## src/rtl/tpu_pkg.sv

```systemverilog
// Shared types and helpers for the TPU dot-product MAC.
package tpu_pkg;

  typedef enum logic [1:0] {StIdle, StAccum, StDrain, StHold} mac_state_e;

  // Width that holds an exact sum of `lanes` full-width products in either mode.
  function automatic int unsigned prod_sum_w(int unsigned data_w, int unsigned lanes);
    return 2 * data_w + $clog2(lanes);
  endfunction

  localparam int unsigned SatMaxW = 64;

  // Clamp bound for an acc_w-bit accumulator: all-ones for unsigned, 0x7F..F / 0x80..0 for signed.
  function automatic logic [SatMaxW-1:0] sat_bound(int unsigned acc_w, logic sgn, logic neg);
    logic [SatMaxW-1:0] ones;
    ones = {SatMaxW{1'b1}} >> (SatMaxW - acc_w);
    if (!sgn) return ones;
    if (neg) return ones & ~(ones >> 1);
    return ones >> 1;
  endfunction

endpackage

```

## src/rtl/tpu_mac_product_tree.sv

```systemverilog
// Per-lane multipliers, lane adder tree and the stage-1 register of the MAC pipeline.
module tpu_mac_product_tree
  import tpu_pkg::*;
#(
  parameter int unsigned DATA_W = 8,
  parameter int unsigned LANES  = 4,
  parameter int unsigned SUM_W  = prod_sum_w(DATA_W, LANES)
) (
  input  logic                    clk,
  input  logic                    reset,
  input  logic                    clear,
  input  logic                    valid,
  input  logic [LANES*DATA_W-1:0] a,
  input  logic [LANES*DATA_W-1:0] b,
  input  logic                    signed_mode,
  output logic                    sum_valid,
  output logic [SUM_W-1:0]        sum
);

  localparam int unsigned ProdW = 2 * DATA_W + 2;
  localparam int unsigned ExtW  = (SUM_W > ProdW) ? SUM_W : ProdW;

  logic signed [ExtW-1:0] lane_prod [LANES];
  logic signed [ExtW-1:0] tree_sum;

  // One extra operand bit lets a single signed multiplier serve both modes.
  for (genvar i = 0; i < LANES; i++) begin : g_lane
    logic signed [DATA_W:0]  ax;
    logic signed [DATA_W:0]  bx;
    logic signed [ProdW-1:0] prod;
    assign ax   = {signed_mode & a[i*DATA_W+DATA_W-1], a[i*DATA_W +: DATA_W]};
    assign bx   = {signed_mode & b[i*DATA_W+DATA_W-1], b[i*DATA_W +: DATA_W]};
    assign prod = ax * bx;
    assign lane_prod[i] = ExtW'(prod);
  end

  always_comb begin
    tree_sum = '0;
    for (int i = 0; i < LANES; i++) begin
      tree_sum = tree_sum + lane_prod[i];
    end
  end

  always_ff @(posedge clk or negedge reset) begin
    if (!reset) begin
      sum_valid <= 1'b0;
      sum       <= '0;
    end else if (clear) begin
      sum_valid <= 1'b0;
      sum       <= '0;
    end else begin
      sum_valid <= valid;
      if (valid) sum <= SUM_W'(tree_sum);
    end
  end

endmodule

```

## src/rtl/tpu_mac_dot.sv

```systemverilog
// Multi-lane dot-product MAC with vector accumulation, valid/ready result and sticky overflow.
// Define TPU_MAC_SATURATE_EN to clamp the accumulator on overflow instead of wrapping.
module tpu_mac_dot
  import tpu_pkg::*;
#(
  parameter int unsigned DATA_W = 8,
  parameter int unsigned LANES  = 4,
  parameter int unsigned ACC_W  = 24,
  parameter int unsigned CNT_W  = 8
) (
  input  logic                    clk,
  input  logic                    reset,
  input  logic                    clear,
  input  logic                    in_valid,
  output logic                    in_ready,
  input  logic [LANES*DATA_W-1:0] in_a,
  input  logic [LANES*DATA_W-1:0] in_b,
  input  logic                    in_signed,
  input  logic                    in_last,
  output logic                    out_valid,
  input  logic                    out_ready,
  output logic [ACC_W-1:0]        out_data,
  output logic [CNT_W-1:0]        out_count,
  output logic                    error
);

  localparam int unsigned PW = prod_sum_w(DATA_W, LANES);

  if (ACC_W < PW) begin : g_acc_w_check
    $error("ACC_W must be at least 2*DATA_W+$clog2(LANES)");
  end

  mac_state_e       state_q, state_d;
  logic [ACC_W-1:0] acc_q, acc_d;
  logic [CNT_W-1:0] count_q, count_d;
  logic             mode_q, mode_d;
  logic             error_q, error_d;

  logic             fire;
  logic             tree_signed;
  logic             p_valid;
  logic [PW-1:0]    p_sum;
  logic [ACC_W:0]   acc_ext, p_ext, acc_sum;
  logic             ovf;

  assign in_ready  = reset && !clear && (state_q == StIdle || state_q == StAccum);
  assign fire      = in_valid && in_ready;
  // The first beat is multiplied before its mode is registered.
  assign tree_signed = (state_q == StIdle) ? in_signed : mode_q;

  tpu_mac_product_tree #(
    .DATA_W (DATA_W),
    .LANES  (LANES),
    .SUM_W  (PW)
  ) u_tree (
    .clk         (clk),
    .reset       (reset),
    .clear       (clear),
    .valid       (fire),
    .a           (in_a),
    .b           (in_b),
    .signed_mode (tree_signed),
    .sum_valid   (p_valid),
    .sum         (p_sum)
  );

  always_comb begin
    acc_ext = {mode_q & acc_q[ACC_W-1], acc_q};
    p_ext   = mode_q ? (ACC_W+1)'($signed(p_sum)) : (ACC_W+1)'(p_sum);
    acc_sum = acc_ext + p_ext;
    ovf     = mode_q ? (acc_sum[ACC_W] ^ acc_sum[ACC_W-1]) : acc_sum[ACC_W];
  end

  always_comb begin
    state_d = state_q;
    acc_d   = acc_q;
    count_d = count_q;
    mode_d  = mode_q;
    error_d = error_q;

    if (p_valid) begin
`ifdef TPU_MAC_SATURATE_EN
      acc_d = ovf ? ACC_W'(sat_bound(ACC_W, mode_q, acc_sum[ACC_W])) : acc_sum[ACC_W-1:0];
`else
      acc_d = acc_sum[ACC_W-1:0];
`endif
      if (ovf) error_d = 1'b1;
    end

    if (fire) begin
      count_d = (count_q == '1) ? count_q : count_q + 1'b1;
      if (count_d == '1) error_d = 1'b1;
    end

    unique case (state_q)
      StIdle: begin
        if (fire) begin
          mode_d  = in_signed;
          state_d = in_last ? StDrain : StAccum;
        end
      end
      StAccum: if (fire && in_last) state_d = StDrain;
      StDrain: state_d = StHold;
      StHold: begin
        if (out_ready) begin
          state_d = StIdle;
          acc_d   = '0;
          count_d = '0;
        end
      end
      default: state_d = StIdle;
    endcase

    if (clear) begin
      state_d = StIdle;
      acc_d   = '0;
      count_d = '0;
      error_d = 1'b0;
    end
  end

  always_ff @(posedge clk or negedge reset) begin
    if (!reset) begin
      state_q <= StIdle;
      acc_q   <= '0;
      count_q <= '0;
      mode_q  <= 1'b0;
      error_q <= 1'b0;
    end else begin
      state_q <= state_d;
      acc_q   <= acc_d;
      count_q <= count_d;
      mode_q  <= mode_d;
      error_q <= error_d;
    end
  end

  assign out_valid = (state_q == StHold);
  assign out_data  = acc_q;
  assign out_count = count_q;
  assign error     = error_q;

endmodule

```

## config.mk

```make
export PLATFORM = sky130hd
export DESIGN_NAME = tpu_mac_dot
export DESIGN_NICKNAME = d
export VERILOG_FILES = /design/src/rtl/tpu_pkg.sv /design/src/rtl/tpu_mac_product_tree.sv /design/src/rtl/tpu_mac_dot.sv
export SDC_FILE = /design/constraint.sdc
export NUM_CORES = 1
export LEC_CHECK = 0
export ABC_AREA = 1
export CAP_MARGIN = 20
export CORE_MARGIN = 4
export CORE_UTILIZATION = 50
export DETAILED_ROUTE_END_ITERATION = 10
export HOLD_SLACK_MARGIN = 0.02
export PLACE_DENSITY = 0.67
export SYNTH_ARGS = -nofsm -noshare
export SYNTH_HDL_FRONTEND = slang
export SYNTH_SLANG_ARGS = --single-unit
```

## constraint.sdc

```tcl
create_clock -name clk -period 9.6 [get_ports clk]
set_clock_uncertainty 0.1 [all_clocks]
set_input_delay 1.92 -clock clk [delete_from_list [all_inputs] [get_ports clk]]
set_output_delay 1.92 -clock clk [all_outputs]
set_load 0.02 [all_outputs]
```

### Word level (Yosys, flattened, before mapping)

Cells that the tools add are included.

* add/sub/neg operators: 5
* multiply operators: 4
* equality and inequality tests: 8
* multiplexer cells: 26
* bitwise operators: 10
* reductions and logical operators: 10

Operator list (count)
* 2-to-1 mux 24 bit: 4
* multiplier 9 x 9 -> 18 bit: 4
* adder 18 bit: 3
* 2-to-1 mux 8 bit: 5
* 2-to-1 mux 18 bit: 2
* adder 25 bit: 1
* 2-to-1 mux 25 bit: 1
* equality test 8 bit (second input constant): 2
* 2-to-1 mux 2 bit: 5
* AND 1 bit: 9
* adder 8 x 1 -> 8 bit (second input constant): 1
* 2-to-1 mux 1 bit: 8
* one-hot mux 2 bit (4 select lines): 1
* inequality test 3 x 2 -> 1 bit (second input constant): 2
* equality test 2 bit (second input constant): 2
* logical AND 1 bit: 4
* inequality test 3 bit (second input constant): 1
* AND reduction 3 bit: 1
* equality test 2 x 1 -> 1 bit (second input constant): 1
* logical NOT 2 bit: 1
* AND reduction 2 bit: 1
* nonzero test 2 bit: 1
* logical NOT 1 bit: 1
* logical OR 1 bit: 1
* bitwise XOR 1 bit: 1

* bits in registers: 55
* bits of input ports: 71
* output and inout bits: 35
* word-level logic and storage cells: 70

### Logic depth before layout (Yosys ltp)

Gate-level depths: netlist of run 1.

* word-level depth: 9
* mapped depth: 39
* gate-level depth less buffers: 38

### Modules after synthesis

A second synthesis of run 1 with hierarchy kept.

* cells, all modules: 2209
* area, all modules: 17186.5 µm²

By module, submodules not included
* tpu_mac_product_tree: instances 1, cells an instance 1689, area each 13793.2 µm², sequential area each 475.5 µm²
* tpu_mac_dot: instances 1, cells an instance 520, area each 3393.3 µm², sequential area each 900.9 µm²

### Worst setup path after synthesis of run 1

OpenSTA, ideal clock, no wires.

* path kind: in2reg
* start point: input in_signed
* end point: register u_tree.sum[14]
* setup time: 117 ps
* arrival time: 8062 ps
* required time: 9383 ps
* setup slack: 1320 ps
* cell stages on the path: 28
* buffers on the path: 1
* cell sequence: nand2_1 -> o21ai_2 -> inv_2 -> buf_1 -> nor2_1 -> fa_1 -> inv_1 -> fa_1 -> fa_1 -> fa_1 -> fa_1 -> inv_1 -> fa_1 -> fa_1 -> inv_1 -> fa_1 -> inv_1 -> ha_1 -> nand2_1 -> nor3_2 -> nand3_1 -> nand3_1 -> nand2_1 -> nand2_1 -> a21oi_1 -> or2_0 -> nand3_1 -> nand2_1

* word-level cells in the longest chain between the ends: 8
* elaborated cells on any way between the ends: 18
* those cells by class: add/sub (3); mul (4); mux (3); bitwise (8)

Ends and longest elaborated chain
* start: declaration: RTL line tpu_mac_dot.sv:18 `input logic in_signed,`
* 2-to-1 mux 1 bit (*): RTL line tpu_mac_dot.sv:49 `assign tree_signed = (state_q == StIdle) ? in_signed : mode_q;`
* AND 1 bit (on tied branches): RTL line tpu_mac_product_tree.sv:31, tpu_mac_product_tree.sv:32
* multiplier 9 x 9 -> 18 bit: RTL line tpu_mac_product_tree.sv:33 `assign prod = ax * bx;`
* adder 18 bit (2 in series): RTL line tpu_mac_product_tree.sv:40 `tree_sum = tree_sum + lane_prod[i];`
* adder 18 bit (*): RTL line tpu_mac_product_tree.sv:40
* 2-to-1 mux 18 bit (*): RTL line tpu_mac_product_tree.sv:53 `if (valid) sum <= SUM_W'(tree_sum);`
* 2-to-1 mux 18 bit (*): RTL line tpu_mac_product_tree.sv:48 `end else if (clear) begin`
* end signal: assignment: RTL line tpu_mac_product_tree.sv:53
* end: declaration: RTL line tpu_mac_product_tree.sv:17 `output logic [SUM_W-1:0] sum`

Every way passes the cells marked *; elsewhere a longest branch is shown, timed or not. The select of a mux whose other input is x is not followed.
A chain may end at the register's enable or synchronous reset.

### Worst setup path in the final report of run 1

* start point: input in_signed
* end point: register u_tree.sum[15]

Same word-level chain as after synthesis.

==> results of run 1 <==
-- per-stage QoR --
step,instance area (um^2),hold WS [ns],util (%)
after floorplan,17040,0.3528,-
after global placement,18500,0.3961,55.03
after detailed placement,18500,0.4008,55.03
after CTS,18680,0.4217,55.56
after global routing,18700,0.4445,55.63
final,18700,0.4213,55.63
-- kinds of logic after synthesis --
logic type               synth area share [%]
buffers and inverters                   16.10
AND/OR/NAND/NOR                         17.80
AO/OA/AOI/OAI                           5.045
flip-flops                              8.078
adder cells (fa/ha/maj)                 52.00
XOR/XNOR                               0.9767
-- area by class of cell --
| cell class | instances | area [um^2] |
|---|---|---|
| flip-flops and latches | 55 | 1376 |
| well taps | 448 | 560.5 |
| clock inverters | 3 | 50.05 |
| repair buffers | 129 | 1234 |
| inverters | 646 | 2427 |
| clock buffers | 5 | 125.1 |
| fillers | 3111 | 14910 |
| multi-input cells | 1382 | 12930 |
-- worst max-delay path: cells and delay by family --
kind | cells | cell delay (ns)
AO/OA/AOI/OAI | 3 | 0.66
adder cells (fa/ha/maj) | 9 | 4.31
buffers and inverters | 9 | 1.30
AND/OR/NAND/NOR | 10 | 1.03
-- layer usage --
metal  vias up  part of all wire, %  routed length [um]
li1       6313                    -                   -
met1      6517                   46               19180
met2       284                   48               20360
met3        48                  4.2                1780
met4         0                  2.0                 826
met5         -                    0                   0
-- how the worst min path moves through the flow --
stage	slack [ns]	to	start	cells past startpoint
3_5_place_dp	0.40	u_tree.sum[11]	u_tree.sum[11]	2
4_1_cts	0.42	u_tree.sum[11]	u_tree.sum[11]	2
5_1_grt	0.44	u_tree.sum[11]	u_tree.sum[11]	2
2_1_floorplan	0.35	u_tree.sum[10]	u_tree.sum[10]	2
6_report	0.42	u_tree.sum[11]	u_tree.sum[11]	2
3_3_place_gp	0.40	u_tree.sum[10]	u_tree.sum[10]	2
-- cell usage in the layout (no fill, tap or decap), drive strengths merged, types with 10 or more instances in the layout --
master / netlist / final
inv: 646 / 648
nand2: 507 / 507
fa: 362 / 362
ha: 129 / 129
nor2: 112 / 112
clkdlybuf4s50: 0 / 104
nand3: 63 / 63
a21oi: 61 / 61
o21ai: 56 / 56
dfrtp: 55 / 55
buf: 14 / 25
or2: 16 / 16
xor2: 14 / 14
nor3: 14 / 14
o211ai: 11 / 11
nand4: 10 / 10
-- sequential cells by signal (all words and copies together) (netlist names) --
signal and cells:
error 1, state_q 2, u_tree.sum_valid 1, u_tree.sum 18, mode_q 1, out_data 24
out_count 8
==> out/results.ini, run 1 <==
[setup_path]
cp-endpoint = u_tree.sum[15]
r2r_start = state_q[0]
worst_path_max_delay_cell = fa_1
critPathMaxStageDelay_ns = 0.55
end_kind = register
required_ns = 9.70
rr_worst_depth = 31
critPathMaxFanout = 12
r2r_end = u_tree.sum[15]
crit_type = primary input to register
crit_path_frequent_cell = fa_1
rrSetupSlack_ns = 1.63
cp.arrival_ns = 9.20
startpoint = in_signed
start_kind = primary input

[clock_tree]
clk_pin_slew_ns = 0.08
cts_buffers = 5
clk_latency_ns = 0.30
clock_path_buffers = 2
cts-root-buf = clkbuf_16
cts_resized = 0
post-cts-setup-buffers = 0
cts_max_level = 2
tritoncts = yes
cts_sinks = 55
ctsHoldBuffers = 0

[die]
die_h_um = 192.6
start_util_pct = 50.69
die_w_um = 192.6
fp.dieArea_um2 = 37090
rows = 67
ios = 106
coreArea_um2 = 33620

[global_route]
grt_overflow = 0
grt_max_degree = 57
grtUsageMet2_pct = 41.41
antenna_found_initial = 0
top_usage_layer = met2
use_met3_pct = 1.755
grtUsageMet1_pct = 33.94
grt_pass1_vias = 14000
grt.total_usage_pct = 24.06
grt_first_pass_wirelength_um = 70660

[route]
drc = 0
avgRoutedWirePerCell_um = 15.80
drtPass1Iterations = 5
drt_iter0_markers = 765
via_per_inst = 4.933
vias = 13160
drtAntennaViolNets = 0
routed_wl_um = 42150

[yosys]
synth_flop_cell = dfrtp_1
yosys.area.top_type_share_pct = 42.53
synth-seq-cells = 55
ys_seq_area_share_pct = 8.078
yosys-top-cells-count = 640 x inv_1, 497 x nand2_1, 362 x fa_1
ys_async_sr_fraction_pct = 100.0
synth_edf_count = 0
synth_most_common_cell = inv_1
ys_top_cells_by_area = fa_1 43%, inv_1 14%, nand2_1 11%
synthesis.nets = 2722
syn_inst = 2160
syn_area_per_cell_um2 = 7.888
yosys.area.top_type = fa_1
syn_area_um2 = 17040
synth_warnings = 0
ys_types = 47

[run_status]
outcome = finished, final reports clean

[final_layout]
antennaDiodeCount = 0
syn_to_final_growth_pct = 9.759
drive_above_1_share_pct = 4.189
fin_cells = 2668
nets = 2781

[flow_run]
drv_cap = 0

[timing]
slew_violations = 0
period_minus_slack_ns = 9.102
fin_ws_ns = 0.4981
finalCritPeriodShare_pct = 94.81
setup_viol = 0
max_freq_mhz = 109.9
worstMarginPinSlew_ns = 0.7424
slew_headroom_pct = 50.45
setup_tns_ns = 0
timing_hold_violations_final = 0
grt_setup_unrepaired = false

[placed_design]
preCtsSetupSlack_ns = -0.07987
placed_cells = 2659
gp_congestion = 0.9101
numPortBuffers = 105
dp_hpwl_um = 38160

[hold_path]
hp-class = register to register

Power of run 1 is not shown: default switching activity piles up to over one toggle a cycle in this logic, so the estimate is an artifact.
==> run 2: changes to the inputs <==
--- a/config.mk
+++ b/config.mk
@@ -7,11 +7,11 @@
 export LEC_CHECK = 0
 export ABC_AREA = 1
 export CAP_MARGIN = 20
-export CORE_MARGIN = 4
+export CORE_MARGIN = 1
 export CORE_UTILIZATION = 50
 export DETAILED_ROUTE_END_ITERATION = 10
 export HOLD_SLACK_MARGIN = 0.02
-export PLACE_DENSITY = 0.67
+export PLACE_DENSITY = 0.7
 export SYNTH_ARGS = -nofsm -noshare
 export SYNTH_HDL_FRONTEND = slang
 export SYNTH_SLANG_ARGS = --single-unit
==> constraint.sdc (replaced) <==
create_clock -name clk -period 7.9 [get_ports clk]
set_clock_uncertainty 0.1 [all_clocks]
set_input_delay 1.58 -clock clk [delete_from_list [all_inputs] [get_ports clk]]
set_output_delay 1.58 -clock clk [all_outputs]
set_load 0.02 [all_outputs]
==> run 2 against run 1 <==
  * The run now ends with setup timing left
  * Setup slack worse by 0.65 ns
  * Sequential share of layout area is 0.76 points lower
  * Register-to-register slack worse by 1.4 ns
  * Clock-buffer cell count stayed put
  * Critical path type unchanged
  * Largest cell class unchanged
==> out/results.ini, run 2 (same netlist as run 1, synthesis figures left out) <==
[timing]
max_freq_mhz = 124.2
period_minus_slack_ns = 8.049
grt_setup_unrepaired = true
setup_viol = 6  ; +6
fin_ws_ns = -0.1489  ; -0.6470 ns
slew_headroom_pct = 51.11  ; +0.66 points
timing_hold_violations_final = 0  ; unchanged
setup_tns_ns = -0.3999  ; -0.3999 ns
worstMarginPinSlew_ns = 0.7326  ; -0.009852 ns
finalCritPeriodShare_pct = 101.9
slew_violations = 0  ; unchanged

[setup_path]
crit_family = adder cells
critPathMaxStageDelay_ns = 0.59  ; +0.04 ns
startpoint = in_signed
cp.arrival_ns = 8.14  ; -1.06 ns
cp.buffers_inverters = 10  ; +1
crit_type = primary input to register
required_ns = 7.99  ; -1.71 ns
r2r_start = state_q[0]
start_kind = primary input
worst_path_max_delay_cell = fa_1
crit_path_frequent_cell = fa_1
critPathMaxFanout = 12  ; unchanged
end_kind = register

[clock_tree]
cts-root-buf = clkbuf_16
clk_pin_slew_ns = 0.08  ; about the same
clock_path_buffers = 2  ; unchanged
cts_sinks = 55  ; unchanged
cts_buffers = 5  ; unchanged
tritoncts = yes
cts_max_level = 2  ; unchanged
clk_latency_ns = 0.30  ; about the same

[route]
avgRoutedWirePerCell_um = 15.40  ; -2.5%
vias = 14110  ; +7.2%
drtPass1Iterations = 5  ; unchanged
drt_iter0_markers = 937  ; +22%
via_per_inst = 4.915  ; -0.38%
drtAntennaViolNets = 0  ; unchanged
routed_wl_um = 44210  ; +4.9%
drc = 0  ; unchanged

[final_layout]
final_common_cell = inv_1
largest_reg_flops = 24  ; unchanged
fin_cells = 2870  ; +7.6%
seq_area_um2 = 1376  ; unchanged
fin_area_um2 = 20860  ; +12%
n_fill_cell = 2816  ; -9.5%
multi_input_area_um2 = 13460  ; +4.1%
nets = 2983  ; +7.3%
syn_to_final_growth_pct = 22.43
drive_above_1_share_pct = 16.89  ; +13 points
antennaDiodeCount = 0  ; unchanged
final_cell_mix = 616 x inv_1, 481 x nand2_1, 341 x fa_1

[die]
ios = 106  ; unchanged
die_w_um = 186.6  ; -3.1%
fp.dieArea_um2 = 34820  ; -6.1%
coreArea_um2 = 33530  ; -0.25%
die_h_um = 186.6  ; -3.1%
start_util_pct = 50.81  ; +0.13 points
rows = 67  ; unchanged

[placed_design]
numPortBuffers = 105  ; unchanged
preCtsSetupSlack_ns = -0.9165  ; -0.8366 ns
placed_cells = 2821  ; +6.1%
dp_hpwl_um = 38410  ; +0.66%
placedInstanceArea_um2 = 19730  ; +6.7%
gp_congestion = 0.9236  ; +1.5%

[run_status]
outcome = finished, violations left
failed_checks = setup timing

[hold_path]
hp-class = register to register
hold_start = u_tree.sum[10]

[global_route]
antenna_found_initial = 0  ; unchanged
grt_max_degree = 57  ; unchanged
grt.total_usage_pct = 26.17  ; +2.1 points
grt_overflow = 0  ; unchanged
grt_first_pass_wirelength_um = 72970  ; +3.3%
grt_pass1_vias = 14820  ; +5.9%

[flow_run]
drv_cap = 0  ; unchanged

run 2: cell type report:
class | instances | area share (%)
inverters | 646 | 11.65
clock inverters | 3 | 0.2399
multi-input cells | 1382 | 64.51
clock buffers | 5 | 0.5998
well taps | 448 | 2.687
flip-flops and latches | 55 | 6.597
repair buffers | 331 | 13.72
run 2: path summary, 6_finish.rpt:
kind | endpoint | slack, ns | cells after the start
min in group asynchronous | out_data[4] | 1.31 | 2
max in group asynchronous | out_data[15] | 5.92 | 2
min | u_tree.sum[10] | 0.39 | 2
max | u_tree.sum[14] | -0.15 | 31
max reg2reg | u_tree.sum[14] | 0.27 | 32
min reg2reg | u_tree.sum[10] | 0.39 | 2
run 2: stage by stage:
step / utilization, % / hold WS, ns
finish: 62.21 / 0.3936
global route: 62.21 / 0.4084
CTS: 61.36 / 0.3945
detailed placement: 58.84 / 0.3740
global placement: 58.84 / 0.3732
floorplan: - / 0.3528
run 2: worst register-to-register path, delay by kind of cell, from the launching register on:
kind                     cells  cell delay, ns
adder cells (fa/ha/maj)     10            4.78
buffers and inverters       10            0.90
flip-flops                   1            0.41
AO/OA/AOI/OAI                2            0.15
AND/OR/NAND/NOR             10            1.19
run 2: what timing repair did:
item,in CTS,in global routing
setup buffers,34,7
pin swaps,74,60
gates resized for setup,137,76
endpoints found under the setup margin,10,11
cloned,0,0
hold buffers,0,0
run 2: layer usage:
layer | GRT usage, % | up-vias | share of wire (%)
met5 | 0 | - | 0
met4 | 9.016 | 0 | 3.5
met1 | 34.18 | 6902 | 42
li1 | - | 6719 | -
met2 | 45.82 | 396 | 50
met3 | 2.163 | 88 | 4.8
Power of run 2 is left out for the same reason.
